`src/rtl/seq_pkg.sv`:
```
// Shared types and constants for the serial pattern transmitter.
package seq_pkg;

    typedef enum logic [1:0] {IDLE, SHIFT, GAP, DONE} seq_tx_state_t;

    localparam logic [2:0] SEQ_PAT_101 = 3'b101;

endpackage

```
`src/rtl/seq_bit_serializer.sv`:
```
// Parallel-load shift register; the MSB is the serial output.
// Zeros shift in from the bottom, so once the last bit has left, the
// output idles at 0 without any extra clearing.
module seq_bit_serializer #(
    parameter int W = 3
) (
    input  logic         i_clk,
    input  logic         i_rst,
    input  logic         i_load,
    input  logic         i_shift,
    input  logic [W-1:0] i_data,
    output logic         o_msb
);

    logic [W-1:0] r_sr;

    // Load takes priority over shift so a back-to-back repetition reloads on its LSB cycle
    always_ff @(posedge i_clk) begin
        if (i_rst)        r_sr <= '0;
        else if (i_load)  r_sr <= i_data;
        else if (i_shift) r_sr <= {r_sr[W-2:0], 1'b0};
    end

    assign o_msb = r_sr[W-1];

endmodule

```
`src/rtl/seq_pattern_tx.sv`:
```
// Serial bit-pattern transmitter: shifts a latched pattern MSB-first,
// repeated with idle-zero gaps between repetitions.
// Optional macro SEQ_PATTERN_TX_ERR_INJ_EN adds i_err_inj, which inverts the
// LSB of every emitted repetition when sampled high with start.
module seq_pattern_tx
    import seq_pkg::*;
#(
    parameter int               PAT_W       = 3,
    parameter logic [PAT_W-1:0] PAT_DEFAULT = PAT_W'(SEQ_PAT_101),
    parameter int               REP_W       = 8,
    parameter int               GAP_W       = 4
) (
    input  logic             i_clk,
    input  logic             i_rst,
    input  logic             i_start,
`ifdef SEQ_PATTERN_TX_ERR_INJ_EN
    input  logic             i_err_inj,
`endif
    input  logic             i_pat_sel_dflt,
    input  logic [PAT_W-1:0] i_pat,
    input  logic [REP_W-1:0] i_repeat_cnt,
    input  logic [GAP_W-1:0] i_gap,
    output logic             o_x,
    output logic             o_bit_valid,
    output logic             o_busy,
    output logic             o_done
);

    localparam int               IDX_W   = (PAT_W > 1) ? $clog2(PAT_W) : 1;
    localparam logic [IDX_W-1:0] IDX_MSB = IDX_W'(PAT_W - 1);

    seq_tx_state_t    r_state;
    logic [IDX_W-1:0] r_bit_idx;
    logic [REP_W-1:0] r_reps_left;
    logic [GAP_W-1:0] r_gap_len;
    logic [GAP_W-1:0] r_gap_cnt;
    logic [PAT_W-1:0] r_pat;

    logic             w_err;
    logic [PAT_W-1:0] w_pat_in;
    logic [PAT_W-1:0] w_ld_data;
    logic             w_start_ok;
    logic             w_last_bit;
    logic             w_more_reps;
    logic             w_has_gap;
    logic             w_gap_end;
    logic             w_rep_b2b;
    logic             w_load;
    logic             w_shift;

`ifdef SEQ_PATTERN_TX_ERR_INJ_EN
    assign w_err = i_err_inj;
`else
    assign w_err = 1'b0;
`endif

    // The stored pattern already carries the injected error, so every repetition reloads it as-is
    assign w_pat_in    = (i_pat_sel_dflt ? PAT_DEFAULT : i_pat) ^ {{(PAT_W-1){1'b0}}, w_err};
    assign w_start_ok  = (r_state == IDLE) && i_start;
    assign w_last_bit  = (r_bit_idx == '0);
    assign w_more_reps = (r_reps_left > REP_W'(1));
    assign w_has_gap   = (r_gap_len != '0);
    assign w_gap_end   = (r_state == GAP) && (r_gap_cnt == GAP_W'(1));
    assign w_rep_b2b   = (r_state == SHIFT) && w_last_bit && w_more_reps && !w_has_gap;
    assign w_load      = w_start_ok || w_rep_b2b || w_gap_end;
    assign w_shift     = (r_state == SHIFT);
    assign w_ld_data   = w_start_ok ? w_pat_in : r_pat;

    seq_bit_serializer #(.W(PAT_W)) u_ser (
        .i_clk   (i_clk),
        .i_rst   (i_rst),
        .i_load  (w_load),
        .i_shift (w_shift),
        .i_data  (w_ld_data),
        .o_msb   (o_x)
    );

    // Frame sequencing: bit/rep/gap counters and registered status outputs
    always_ff @(posedge i_clk) begin
        if (i_rst) begin
            r_state     <= IDLE;
            r_bit_idx   <= '0;
            r_reps_left <= '0;
            r_gap_len   <= '0;
            r_gap_cnt   <= '0;
            r_pat       <= '0;
            o_bit_valid <= 1'b0;
            o_busy      <= 1'b0;
            o_done      <= 1'b0;
        end else begin
            o_done <= 1'b0;
            case (r_state)
                IDLE: begin
                    if (i_start) begin
                        r_pat       <= w_pat_in;
                        r_reps_left <= (i_repeat_cnt == '0) ? REP_W'(1) : i_repeat_cnt;
                        r_gap_len   <= i_gap;
                        r_bit_idx   <= IDX_MSB;
                        o_bit_valid <= 1'b1;
                        o_busy      <= 1'b1;
                        r_state     <= SHIFT;
                    end
                end
                SHIFT: begin
                    if (!w_last_bit) begin
                        r_bit_idx <= r_bit_idx - IDX_W'(1);
                    end else if (w_more_reps) begin
                        r_reps_left <= r_reps_left - REP_W'(1);
                        if (w_has_gap) begin
                            r_gap_cnt <= r_gap_len;
                            r_state   <= GAP;
                        end else begin
                            r_bit_idx <= IDX_MSB;
                        end
                    end else begin
                        o_bit_valid <= 1'b0;
                        o_busy      <= 1'b0;
                        o_done      <= 1'b1;
                        r_state     <= DONE;
                    end
                end
                GAP: begin
                    r_gap_cnt <= r_gap_cnt - GAP_W'(1);
                    if (w_gap_end) begin
                        r_bit_idx <= IDX_MSB;
                        r_state   <= SHIFT;
                    end
                end
                DONE:    r_state <= IDLE;
                default: r_state <= IDLE;
            endcase
        end
    end

endmodule

```
`config.mk`:
```
export PLATFORM = sky130hd
export DESIGN_NAME = seq_pattern_tx
export DESIGN_NICKNAME = d
export VERILOG_FILES = /design/src/rtl/seq_pkg.sv /design/src/rtl/seq_bit_serializer.sv /design/src/rtl/seq_pattern_tx.sv
export SDC_FILE = /design/constraint.sdc
export NUM_CORES = 1
export LEC_CHECK = 0
export ABC_AREA = 1
export CAP_MARGIN = 10
export CORE_ASPECT_RATIO = 0.9
export CORE_MARGIN = 2
export CORE_UTILIZATION = 54
export DETAILED_ROUTE_END_ITERATION = 10
export PLACE_DENSITY = 0.89
export SYNTH_ARGS = -nofsm -noshare
export SYNTH_HDL_FRONTEND = slang
export SYNTH_SLANG_ARGS = --single-unit
```
`constraint.sdc`:
```
create_clock -name i_clk -period 1.95 [get_ports i_clk]
set_input_delay 0.4875 -clock i_clk [delete_from_list [all_inputs] [get_ports i_clk]]
set_output_delay 0.4875 -clock i_clk [all_outputs]
set_load 0.01 [all_outputs]
```
### Word-level counts from Yosys, hierarchy flattened

Cells that the tools add are included.

* bits in registers: 28
* input port bits: 19
* output and inout bits: 4
* logic and storage cells: 81

* $add $sub $neg: 3
* $lt $le $gt $ge: 1
* equality and inequality tests: 13
* multiplexer cells: 30
* bitwise operators: 2
* reductions and logical operators: 23

Operators by type and width (number)
* 8-bit 2-to-1 mux: 4
* 2-bit 2-to-1 mux: 10
* 8-bit case mux with 2 select lines: 1
* 4-bit AND reduction: 4
* 3-bit 2-to-1 mux: 4
* 4-bit 2-to-1 mux: 3
* 2-bit != test, second input constant: 6
* 3-bit != test, second input constant: 3
* 8-bit by 1-bit > comparator with 1-bit output, second input constant: 1
* 8-bit logical NOT: 1
* 2-bit case mux with 4 select lines: 1
* 4-bit case mux with 2 select lines: 1
* 8-bit by 1-bit subtractor with 8-bit output, second input constant: 1
* 2-bit case mux with 3 select lines: 1
* 2-bit nonzero test: 3
* 1-bit logical AND: 5
* 5-bit AND reduction: 1
* 2-bit equality test, second input constant: 2
* 4-bit by 1-bit equality test with 1-bit output, second input constant: 1
* 2-bit logical NOT: 2
* 1-bit 2-to-1 mux: 4
* 4-bit nonzero test: 1
* 4-bit by 1-bit subtractor with 4-bit output, second input constant: 1
* 3-bit nonzero test: 1
* other kinds (8): 10

### Depth between registers and ports, before layout

Gate-level depths: netlist (run 1).

* depth in word-level cells: 7
* depth in mapped cells: 12
* mapped depth without buffers: 12

### By module

A second synthesis (run 1) with hierarchy kept.

* cells, all modules: 269
* area total of the unflattened synthesis: 1715.4 µm²

By module, submodules not included
* seq_pattern_tx: times used 1, cells each 246, area an instance 1576.5 µm², seq. area each 500.5 µm²
* seq_bit_serializer: times used 1, cells each 23, area an instance 138.9 µm², seq. area each 60.1 µm²

### Least setup slack after synthesis (run 1)

OpenSTA, ideal clock, no wires.

* path kind: reg2reg
* from: reg r_reps_left[0]
* to: reg r_reps_left[6]
* arrival: 1.346 ns
* slack: 0.470 ns
* stages on the path, launching flop included: 12
* buffers on the path: 1
* cell sequence: dfxtp_1 -> inv_1 -> ha_1 -> o21ai_1 -> nor2_4 -> nand2_4 -> nand2_4 -> inv_4 -> buf_6 -> nand2_1 -> nand2_1 -> a21oi_2

* word-level cells in the longest chain between the ends: 4

Ends and longest elaborated chain
* start, declared: RTL line seq_pattern_tx.sv:34 `logic [REP_W-1:0] r_reps_left;`
* start signal, assigned: RTL line seq_pattern_tx.sv:96 `r_reps_left <= (i_repeat_cnt == '0) ? REP_W'(1) : i_repeat_cnt;`
* start signal, assigned: RTL line seq_pattern_tx.sv:108 `r_reps_left <= r_reps_left - REP_W'(1);`
* 8-bit by 1-bit subtractor with 8-bit output: RTL line seq_pattern_tx.sv:108
* 8-bit 2-to-1 mux: RTL line seq_pattern_tx.sv:107 `end else if (w_more_reps) begin`
* 8-bit 2-to-1 mux: RTL line seq_pattern_tx.sv:105 `if (!w_last_bit) begin`
* 8-bit case mux with 2 select lines: RTL line seq_pattern_tx.sv:92 `case (r_state)`

Parallel ways exist; a longest one is shown, timed or not. The select of a mux whose other input is x is not followed.
A chain may end at the register's enable or synchronous reset.

### Worst setup path in the final report (run 1)

* from: reg o_busy
* to: out o_busy

RTL lines
* start, declared: RTL line seq_pattern_tx.sv:25 `output logic o_busy,`
* start signal, assigned: RTL line seq_pattern_tx.sv:88 `o_busy <= 1'b0;`
* start signal, assigned: RTL line seq_pattern_tx.sv:100 `o_busy <= 1'b1;`
* start signal, assigned: RTL line seq_pattern_tx.sv:117 `o_busy <= 1'b0;`

No word-level cell between the ends.

==> report_table.html, run 1 <==
<table>
<tr><th>Metric</th><th>Value</th></tr>
<tr><th colspan="2">Die</th></tr>
<tr><td>Row Count</td><td>19</td></tr>
<tr><td>Height of the die</td><td>57.2 um</td></tr>
<tr><td>I/O pins</td><td>23</td></tr>
<tr><td>Area enclosed by the die boundary</td><td>3610 um2</td></tr>
<tr><td>Initial core utilization</td><td>0.563</td></tr>
<tr><td>Die Width</td><td>63.1 um</td></tr>
<tr><td>Placeable core area</td><td>3020 um2</td></tr>
<tr><th colspan="2">Timing</th></tr>
<tr><td>Hold Violations, Final</td><td>0</td></tr>
<tr><td>Final setup vio count</td><td>0</td></tr>
<tr><td>Unrepaired setup endpoints after global routing</td><td>false</td></tr>
<tr><td>Worst slew slack as a fraction of its limit</td><td>0.700</td></tr>
<tr><td>Max-slew violation count</td><td>0</td></tr>
<tr><td>Min Clock Period, post-route</td><td>1730 ps</td></tr>
<tr><td>Maximum clock frequency</td><td>0.579 GHz</td></tr>
<tr><td>Final sum of negative setup slack</td><td>0 ps</td></tr>
<tr><td>Slew at the pin with the worst max-slew slack</td><td>450 ps</td></tr>
<tr><td>Post-route fraction of the period consumed by the critical path</td><td>0.886</td></tr>
<tr><td>Post-Route Skew</td><td>6.33 ps</td></tr>
<tr><th colspan="2">Worst setup path</th></tr>
<tr><td>Crit path max-delay family</td><td>buffers and inverters</td></tr>
<tr><td>Arrival @ worst endpoint</td><td>1240 ps</td></tr>
<tr><td>Buffers and inverters on the worst path</td><td>1</td></tr>
<tr><td>Endpoint of the most critical register-to-register path</td><td>r_reps_left[7]$_SDFFE_PP0P_</td></tr>
<tr><td>Crit Reg-Reg Startpoint</td><td>r_reps_left[0]$_SDFFE_PP0P_</td></tr>
<tr><td>Series of cell instances along the critical path</td><td>clkdlybuf4s50_1</td></tr>
<tr><td>Category of the critical setup timing path</td><td>reg -&gt; out</td></tr>
<tr><td>Slowest cell on the critical path</td><td>sky130_fd_sc_hd__clkdlybuf4s50_1</td></tr>
<tr><td>Number of cells traversed by the worst register-to-register path</td><td>11</td></tr>
<tr><td>Highest net fanout along the worst path</td><td>3</td></tr>
<tr><td>Largest stage delay, worst path</td><td>540 ps</td></tr>
<tr><td>Critical path required time</td><td>1460 ps</td></tr>
<tr><td>Setup crit end kind</td><td>output port</td></tr>
<tr><td>Register-to-register path setup slack</td><td>330 ps</td></tr>
<tr><td>Startpoint kind of the worst setup timing path</td><td>flop</td></tr>
<tr><th colspan="2">Run</th></tr>
<tr><td>MaxCap Viol Count</td><td>0</td></tr>
<tr><th colspan="2">Routing</th></tr>
<tr><td>Total Routed Length</td><td>3.68 mm</td></tr>
<tr><td>Post-detailed-route wirelength per cell</td><td>11.6 um</td></tr>
<tr><td>Starting DRT DRC Count</td><td>112</td></tr>
<tr><td>Number of nets with antenna violations after routing</td><td>0</td></tr>
<tr><td>Post-DR vias/cell</td><td>5.14</td></tr>
<tr><td>Number of iterations in the first detailed-routing pass</td><td>4</td></tr>
<tr><td>Via count</td><td>1624</td></tr>
<tr><td>DRC viols</td><td>0</td></tr>
<tr><th colspan="2">Yosys</th></tr>
<tr><td>Post-synthesis instance total</td><td>253</td></tr>
<tr><td>Combinational family with the most area after synthesis</td><td>simple AND/OR/NAND/NOR gates</td></tr>
<tr><td>Synth unique cells</td><td>27</td></tr>
<tr><td>Post-synth net total</td><td>278</td></tr>
<tr><td>Cell Area, Synth</td><td>1700 um2</td></tr>
<tr><td>Multiplexer share of the synthesized area</td><td>0</td></tr>
<tr><td>Synthesized area per cell</td><td>6.72 um2</td></tr>
<tr><td>Warnings from Yosys</td><td>0</td></tr>
<tr><td>Synth Area in Simple Gates</td><td>0.322</td></tr>
<tr><td>Cell types occupying the most area after synthesis</td><td>sky130_fd_sc_hd__dfxtp_1 (33%), sky130_fd_sc_hd__nand2_1 (11%), sky130_fd_sc_hd__o21ai_0 (7.4%), sky130_fd_sc_hd__inv_1 (7.3%), sky130_fd_sc_hd__nor2_1 (6.6%)</td></tr>
<tr><td>Sequential fraction of the synthesis area</td><td>0.330</td></tr>
<tr><td>Yosys top cell by area</td><td>sky130_fd_sc_hd__dfxtp_1</td></tr>
<tr><td>Top-area cell type share of the netlist area</td><td>0.330</td></tr>
<tr><td>Register bit total from synthesis</td><td>28</td></tr>
<tr><td>Synthesized-area fraction occupied by ao, oa, aoi and oai cells</td><td>0.186</td></tr>
<tr><td>Xor and xnor area share after synthesis</td><td>0</td></tr>
<tr><td>Adder-Cell Fraction of Synth Area</td><td>0.0442</td></tr>
<tr><th colspan="2">Power and ir drop</th></tr>
<tr><td>Total power density per cell area</td><td>1420 nW/um2</td></tr>
<tr><td>Peak supply drop</td><td>0.000996 V</td></tr>
<tr><td>Leakage power of the design</td><td>0.868 nW</td></tr>
<tr><td>Total Power Consumption</td><td>2.81 mW</td></tr>
<tr><th colspan="2">Place</th></tr>
<tr><td>Half-perimeter wire length after detailed placement</td><td>2.83 mm</td></tr>
<tr><td>Routability congestion estimate</td><td>0.893</td></tr>
<tr><td>Count of input and output buffers</td><td>22</td></tr>
<tr><td>Dpl cells</td><td>312</td></tr>
<tr><td>Instance area at placement</td><td>1940 um2</td></tr>
<tr><th colspan="2">Clocking</th></tr>
<tr><td>CTS tree</td><td>done</td></tr>
<tr><td>Clk slew on worst S/H paths</td><td>150 ps</td></tr>
<tr><td>CTS H-Tree Depth</td><td>1</td></tr>
<tr><td>Clk root buf</td><td>sky130_fd_sc_hd__clkbuf_4</td></tr>
<tr><td>Total of cells resized after clock tree synthesis</td><td>0</td></tr>
<tr><td>Number of buffers inserted by hold repair at cts</td><td>0</td></tr>
<tr><td>Total clock buffers created by CTS</td><td>3</td></tr>
<tr><td>Deepest clock path buffer count</td><td>2</td></tr>
<tr><td>Number of setup buffers added after CTS</td><td>0</td></tr>
<tr><td>Clock insertion delay at the later pin of the skew report</td><td>330 ps</td></tr>
<tr><td>Clock net sink count</td><td>28</td></tr>
<tr><th colspan="2">Hold path</th></tr>
<tr><td>Cell count of the worst hold path</td><td>2</td></tr>
<tr><td>Class of the most critical hold timing path</td><td>reg -&gt; reg</td></tr>
<tr><td>Hold Crit Start</td><td>r_gap_len[2]$_SDFFE_PP0P_</td></tr>
<tr><td>Hold Crit Endpoint</td><td>r_gap_len[2]$_SDFFE_PP0P_</td></tr>
<tr><th colspan="2">GRT</th></tr>
<tr><td>Wire length of the first global-routing pass</td><td>6.33 mm</td></tr>
<tr><td>Most Crowded Layer GR</td><td>met2</td></tr>
<tr><td>Met3 layer usage reported by global route</td><td>0.0375</td></tr>
<tr><td>Initial antenna violation count</td><td>0</td></tr>
<tr><td>Global routing met1 resource utilization</td><td>0.260</td></tr>
<tr><td>All-layer global routing usage</td><td>0.218</td></tr>
<tr><td>Via count of the first global-routing pass</td><td>1498</td></tr>
<tr><td>GRT met2 Usage</td><td>0.398</td></tr>
<tr><td>Grt total ovfl</td><td>0</td></tr>
<tr><td>Maximum number of pins on one net before global-route repair</td><td>16</td></tr>
<tr><th colspan="2">Cells and area</th></tr>
<tr><td>Highest-count cells in the layout ignoring fill and taps</td><td>sky130_fd_sc_hd__nand2_1 (51), sky130_fd_sc_hd__inv_1 (33), sky130_fd_sc_hd__nor2_1 (30), sky130_fd_sc_hd__dfxtp_1 (28), sky130_fd_sc_hd__o21ai_0 (25)</td></tr>
<tr><td>Summed area of non-filler cells in the final layout</td><td>1980 um2</td></tr>
<tr><td>Layout cells sized above 1</td><td>0.146</td></tr>
<tr><td>Layout area overhead</td><td>16.4%</td></tr>
<tr><td>Layout fillers</td><td>285</td></tr>
<tr><td>Count of inserted antenna diode cells</td><td>0</td></tr>
<tr><td>Final net count</td><td>300</td></tr>
<tr><td>Most frequent standard cell in the layout excluding fill and tap cells</td><td>sky130_fd_sc_hd__nand2_1</td></tr>
<tr><td>Post-layout instance count excluding filler cells</td><td>316</td></tr>
<tr><th colspan="2">Run status</th></tr>
<tr><td>Status</td><td>complete, no violations</td></tr>
</table>
-- logic make-up after synthesis --
logic type / after synthesis
AND/OR/NAND/NOR: 115
AO/OA/AOI/OAI: 56
buffers and inverters: 48
flip-flops: 28
adder cells (fa/ha/maj): 6
-- where the power goes --
part	internal [mW]	total, mW	switching [mW]
sequential	0.748	0.881	0.133
clock	0.114	0.287	0.172
combinational	0.574	1.64	1.07
-- synthesized netlist by cell type, drive strengths merged --
cell type  number
nand4           2
and3            1
nor2           39
nand3          10
a21oi          22
nor3            2
nand2          61
buf             6
a31oi           1
o22ai           1
o21ai          30
ha              6
o31ai           2
clkbuf          1
inv            41
dfxtp          28
-- final cells by class --
type	count	area, um2	area share
multi-input combinational	177	937	0.474
sequential	28	561	0.283
timing repair buffer	24	235	0.119
inverter	41	156	0.0791
tap	42	52.6	0.0266
clock buffer	4	36.3	0.0183
-- flip-flops by register name, summed over array words and instances (netlist names) --
name,count
o_busy,1
o_done,1
r_bit_idx,2
r_gap_cnt,4
r_gap_len,4
r_pat,3
r_reps_left,8
r_state,2
u_ser.r_sr,3
-- layer usage --
metal | up-vias | share of wire
met1 | 736 | 0.44
met3 | 6 | 0.038
met2 | 45 | 0.51
met5 | - | 0
met4 | 0 | 0.012
li1 | 837 | -
-- stage by stage --
stage / setup WS (ps) / hold slack, ps / util
after floorplan: 470 / 442 / -
after global placement: 192 / 459 / 0.643
after detailed placement: 121 / 462 / 0.643
after CTS: 212 / 483 / 0.655
after global routing: 171 / 512 / 0.655
final: 223 / 483 / 0.655
-- worst max-delay path by stage --
stage	start	to	slack (ps)	cells after the start
floorplan	r_reps_left[0]$_SDFFE_PP0P_	r_reps_left[6]$_SDFFE_PP0P_	470	11
global placement	i_start	u_ser.r_sr[1]$_SDFFE_PP0P_	190	9
detailed placement	i_start	u_ser.r_sr[2]$_SDFFE_PP0P_	120	9
CTS	o_busy$_SDFFE_PP0P_	o_busy	210	1
global route	u_ser.r_sr[2]$_SDFFE_PP0P_	o_x	170	1
finish	o_busy$_SDFFE_PP0P_	o_busy	220	1
Note: power is estimated with default switching activity, not from simulation.
==> run 2, diff against run 1 <==
Settings changed: CORE_MARGIN 2 to 5, HOLD_SLACK_MARGIN set to 0.1.
==> run 2 against run 1 <==
Critical path type unchanged. Non-clock buffer count did not move. Core utilization fell by 0.96 points. Setup slack got worse by 18 ps. Global-route usage fell by 5.1 points. Die area rose by 21%. Highest routed layer unchanged. Via count fell by 2.8%. Final cell count fell by 0.32%. Fmax fell by 1.1%. Sequential cell count did not move. Count of clock-buffer cells in the layout fell by 1. Largest cell class unchanged.
==> report_table.html, run 2 (same netlist as run 1, synthesis figures left out) <==
<table>
<tr><th>Metric</th><th>Value</th></tr>
<tr><th colspan="2">Die</th></tr>
<tr><td>Row Count</td><td>19 (unchanged)</td></tr>
<tr><td>Height of the die</td><td>63.2 um (+10%)</td></tr>
<tr><td>Die Width</td><td>69.1 um (+9.5%)</td></tr>
<tr><td>Initial core utilization</td><td>0.558 (-0.00440)</td></tr>
<tr><td>I/O pins</td><td>23 (unchanged)</td></tr>
<tr><td>Placeable core area</td><td>3040 um2 (+0.79%)</td></tr>
<tr><td>Area enclosed by the die boundary</td><td>4370 um2 (+21%)</td></tr>
<tr><th colspan="2">Place</th></tr>
<tr><td>Half-perimeter wire length after detailed placement</td><td>2.72 mm (-3.8%)</td></tr>
<tr><td>Pre-CTS setup slack</td><td>115 ps (-6.18 ps)</td></tr>
<tr><td>Dpl cells</td><td>312 (unchanged)</td></tr>
<tr><td>Count of input and output buffers</td><td>22 (unchanged)</td></tr>
<tr><td>Routability congestion estimate</td><td>0.903 (+1.1%)</td></tr>
<tr><th colspan="2">Timing</th></tr>
<tr><td>Hold Violations, Final</td><td>0 (unchanged)</td></tr>
<tr><td>Final sum of negative setup slack</td><td>0 ps (unchanged)</td></tr>
<tr><td>Min Clock Period, post-route</td><td>1750 ps (+18.5 ps)</td></tr>
<tr><td>Post-Route Skew</td><td>4.53 ps (-1.80 ps)</td></tr>
<tr><td>Maximum clock frequency</td><td>0.573 GHz (-1.1%)</td></tr>
<tr><td>Worst slew slack as a fraction of its limit</td><td>0.686 (-0.0143)</td></tr>
<tr><td>Final setup vio count</td><td>0 (unchanged)</td></tr>
<tr><td>Max-slew violation count</td><td>0 (unchanged)</td></tr>
<tr><td>Slew at the pin with the worst max-slew slack</td><td>471 ps (+21.5 ps)</td></tr>
<tr><td>Post-route fraction of the period consumed by the critical path</td><td>0.895 (+0.00947)</td></tr>
<tr><td>Unrepaired setup endpoints after global routing</td><td>false</td></tr>
<tr><td>Final worst-path setup slack</td><td>204 ps (-18.5 ps)</td></tr>
<tr><th colspan="2">Worst setup path</th></tr>
<tr><td>Arrival @ worst endpoint</td><td>1260 ps (+20 ps)</td></tr>
<tr><td>Register-to-register path setup slack</td><td>340 ps (about the same)</td></tr>
<tr><td>Series of cell instances along the critical path</td><td>clkdlybuf4s50_1</td></tr>
<tr><td>Category of the critical setup timing path</td><td>reg -&gt; out</td></tr>
<tr><td>Highest net fanout along the worst path</td><td>3 (unchanged)</td></tr>
<tr><td>Slowest cell on the critical path</td><td>sky130_fd_sc_hd__clkdlybuf4s50_1</td></tr>
<tr><td>Buffers and inverters on the worst path</td><td>1 (unchanged)</td></tr>
<tr><td>Crit path max-delay family</td><td>buffers and inverters</td></tr>
<tr><td>Setup crit end kind</td><td>output port</td></tr>
<tr><td>Startpoint kind of the worst setup timing path</td><td>flop</td></tr>
<tr><td>Largest stage delay, worst path</td><td>550 ps (about the same)</td></tr>
<tr><td>Critical path required time</td><td>1460 ps (about the same)</td></tr>
<tr><th colspan="2">Power and ir drop</th></tr>
<tr><td>Leakage power of the design</td><td>0.861 nW (-0.83%)</td></tr>
<tr><td>Switching part of the total power</td><td>0.491 (+0.00209)</td></tr>
<tr><td>Part of the total power dissipated in combinational logic</td><td>0.590 (+0.006)</td></tr>
<tr><td>Total power density per cell area</td><td>1390 nW/um2 (-1.9%)</td></tr>
<tr><td>Part of the total power dissipated in sequential elements</td><td>0.321 (+0.007)</td></tr>
<tr><td>Power spent charging and discharging nets</td><td>1.34 mW (-2.2%)</td></tr>
<tr><td>Peak supply drop</td><td>0.000746 V (-25%)</td></tr>
<tr><td>Part of the total power dissipated in the clock network</td><td>0.089 (-0.013)</td></tr>
<tr><td>Power Internal</td><td>1.39 mW (-3.0%)</td></tr>
<tr><th colspan="2">Clocking</th></tr>
<tr><td>CTS H-Tree Depth</td><td>1 (unchanged)</td></tr>
<tr><td>Total of cells resized after clock tree synthesis</td><td>0 (unchanged)</td></tr>
<tr><td>Deepest clock path buffer count</td><td>2 (unchanged)</td></tr>
<tr><td>Number of buffers inserted by hold repair at cts</td><td>0 (unchanged)</td></tr>
<tr><td>Number of setup buffers added after CTS</td><td>0 (unchanged)</td></tr>
<tr><td>Clock insertion delay at the later pin of the skew report</td><td>330 ps (about the same)</td></tr>
<tr><td>Clk slew on worst S/H paths</td><td>150 ps (about the same)</td></tr>
<tr><td>Total clock buffers created by CTS</td><td>3 (unchanged)</td></tr>
<tr><td>CTS tree</td><td>done</td></tr>
<tr><td>Clock net sink count</td><td>28 (unchanged)</td></tr>
<tr><td>Clk root buf</td><td>sky130_fd_sc_hd__clkbuf_4</td></tr>
<tr><th colspan="2">Run status</th></tr>
<tr><td>Status</td><td>complete, no violations</td></tr>
<tr><th colspan="2">Cells and area</th></tr>
<tr><td>Count of inserted antenna diode cells</td><td>0 (unchanged)</td></tr>
<tr><td>Most frequent standard cell in the layout excluding fill and tap cells</td><td>sky130_fd_sc_hd__nand2_1</td></tr>
<tr><td>Max reg flops</td><td>8 (unchanged)</td></tr>
<tr><td>Post-layout instance count excluding filler cells</td><td>315 (-0.32%)</td></tr>
<tr><td>Final net count</td><td>300 (unchanged)</td></tr>
<tr><td>Most flops, register</td><td>r_reps_left</td></tr>
<tr><td>Footprint of the multi-input gates</td><td>937 um2 (unchanged)</td></tr>
<tr><td>Layout area overhead</td><td>15.6%</td></tr>
<tr><td>Layout cells sized above 1</td><td>0.143 (-0.00313)</td></tr>
<tr><td>Highest-count cells in the layout ignoring fill and taps</td><td>sky130_fd_sc_hd__nand2_1 (51), sky130_fd_sc_hd__inv_1 (33), sky130_fd_sc_hd__nor2_1 (30), sky130_fd_sc_hd__dfxtp_1 (28), sky130_fd_sc_hd__o21ai_0 (25)</td></tr>
<tr><td>Registers with the highest flip-flop counts</td><td>r_reps_left: 8 flops, r_gap_cnt: 4 flops, r_gap_len: 4 flops</td></tr>
<tr><td>Layout fillers</td><td>277 (-2.8%)</td></tr>
<tr><td>Flip-flop and latch area</td><td>561 um2 (unchanged)</td></tr>
<tr><th colspan="2">Routing</th></tr>
<tr><td>Number of nets with antenna violations after routing</td><td>0 (unchanged)</td></tr>
<tr><td>Post-detailed-route wirelength per cell</td><td>11.2 um (-4.0%)</td></tr>
<tr><td>DRC viols</td><td>0 (unchanged)</td></tr>
<tr><td>Number of iterations in the first detailed-routing pass</td><td>4 (unchanged)</td></tr>
<tr><td>Via count</td><td>1579 (-2.8%)</td></tr>
<tr><td>Post-DR vias/cell</td><td>5.01 (-2.5%)</td></tr>
<tr><td>Total Routed Length</td><td>3.52 mm (-4.3%)</td></tr>
<tr><td>Starting DRT DRC Count</td><td>113 (+0.89%)</td></tr>
<tr><th colspan="2">GRT</th></tr>
<tr><td>Via count of the first global-routing pass</td><td>1427 (-4.7%)</td></tr>
<tr><td>All-layer global routing usage</td><td>0.167 (-0.0509)</td></tr>
<tr><td>Wire length of the first global-routing pass</td><td>6.15 mm (-2.8%)</td></tr>
<tr><td>Initial antenna violation count</td><td>0 (unchanged)</td></tr>
<tr><td>Maximum number of pins on one net before global-route repair</td><td>16 (unchanged)</td></tr>
<tr><td>Grt total ovfl</td><td>0 (unchanged)</td></tr>
<tr><th colspan="2">Run</th></tr>
<tr><td>MaxCap Viol Count</td><td>0 (unchanged)</td></tr>
<tr><th colspan="2">Hold path</th></tr>
<tr><td>Class of the most critical hold timing path</td><td>reg -&gt; reg</td></tr>
</table>
## run 2: cell count changes in the layout (fill, tap and decap cells not counted)
cell	before	now
sky130_fd_sc_hd__clkbuf_8	1	0
## run 2: metal layers
layer	vias up	GRT usage	wire length, um
li1	839	-	-
met1	707	0.209	1690
met2	26	0.287	1660
met3	7	0.0366	124
met4	0	0.0512	46
met5	-	0	0
## run 2: worst reg2reg max path: cells and delay by family, from the launching register on
kind            cells  cell delay, ps
fa+ha+maj           1             230
compound gates      1             220
flops               1             390
simple gates        6             470
buf+inv             3             250
## run 2: area by class of cell
cell class | count | area share
clock buffer | 3 | 0.0115
inverter | 41 | 0.0796
timing repair buffer | 24 | 0.120
multi-input combinational | 177 | 0.477
tap | 42 | 0.0268
sequential | 28 | 0.285
## run 2: power by group through the flow
stage	logic, mW	clock network (mW)	registers, mW
5_1_grt	1.82	0.279	0.897
4_1_cts	1.60	0.249	0.874
3_5_place_dp	1.60	0	0.887
6_report	1.61	0.244	0.876
3_3_place_gp	1.56	0	0.884
2_1_floorplan	1.32	0	0.872
## run 2: through the flow
step	util	hold slack [ps]	cell area (um2)	total power [mW]
after floorplan	-	442	1700	2.19
after global placement	0.638	458	1940	2.45
after detailed placement	0.638	465	1940	2.49
after CTS	0.646	484	1960	2.73
after global routing	0.646	494	1960	3.00
final	0.646	483	1960	2.73
## run 2: worst paths after layout
kind                            cells past startpoint                           to                   startpoint
worst max-delay path                                1                  o_bit_valid          o_busy$_SDFFE_PP0P_
worst min-delay path                                2        r_pat[0]$_SDFFE_PP0P_        r_pat[0]$_SDFFE_PP0P_
worst max register to register                     11  r_reps_left[7]$_SDFFE_PP0P_  r_reps_left[0]$_SDFFE_PP0P_
worst min register to register                      2        r_pat[0]$_SDFFE_PP0P_        r_pat[0]$_SDFFE_PP0P_
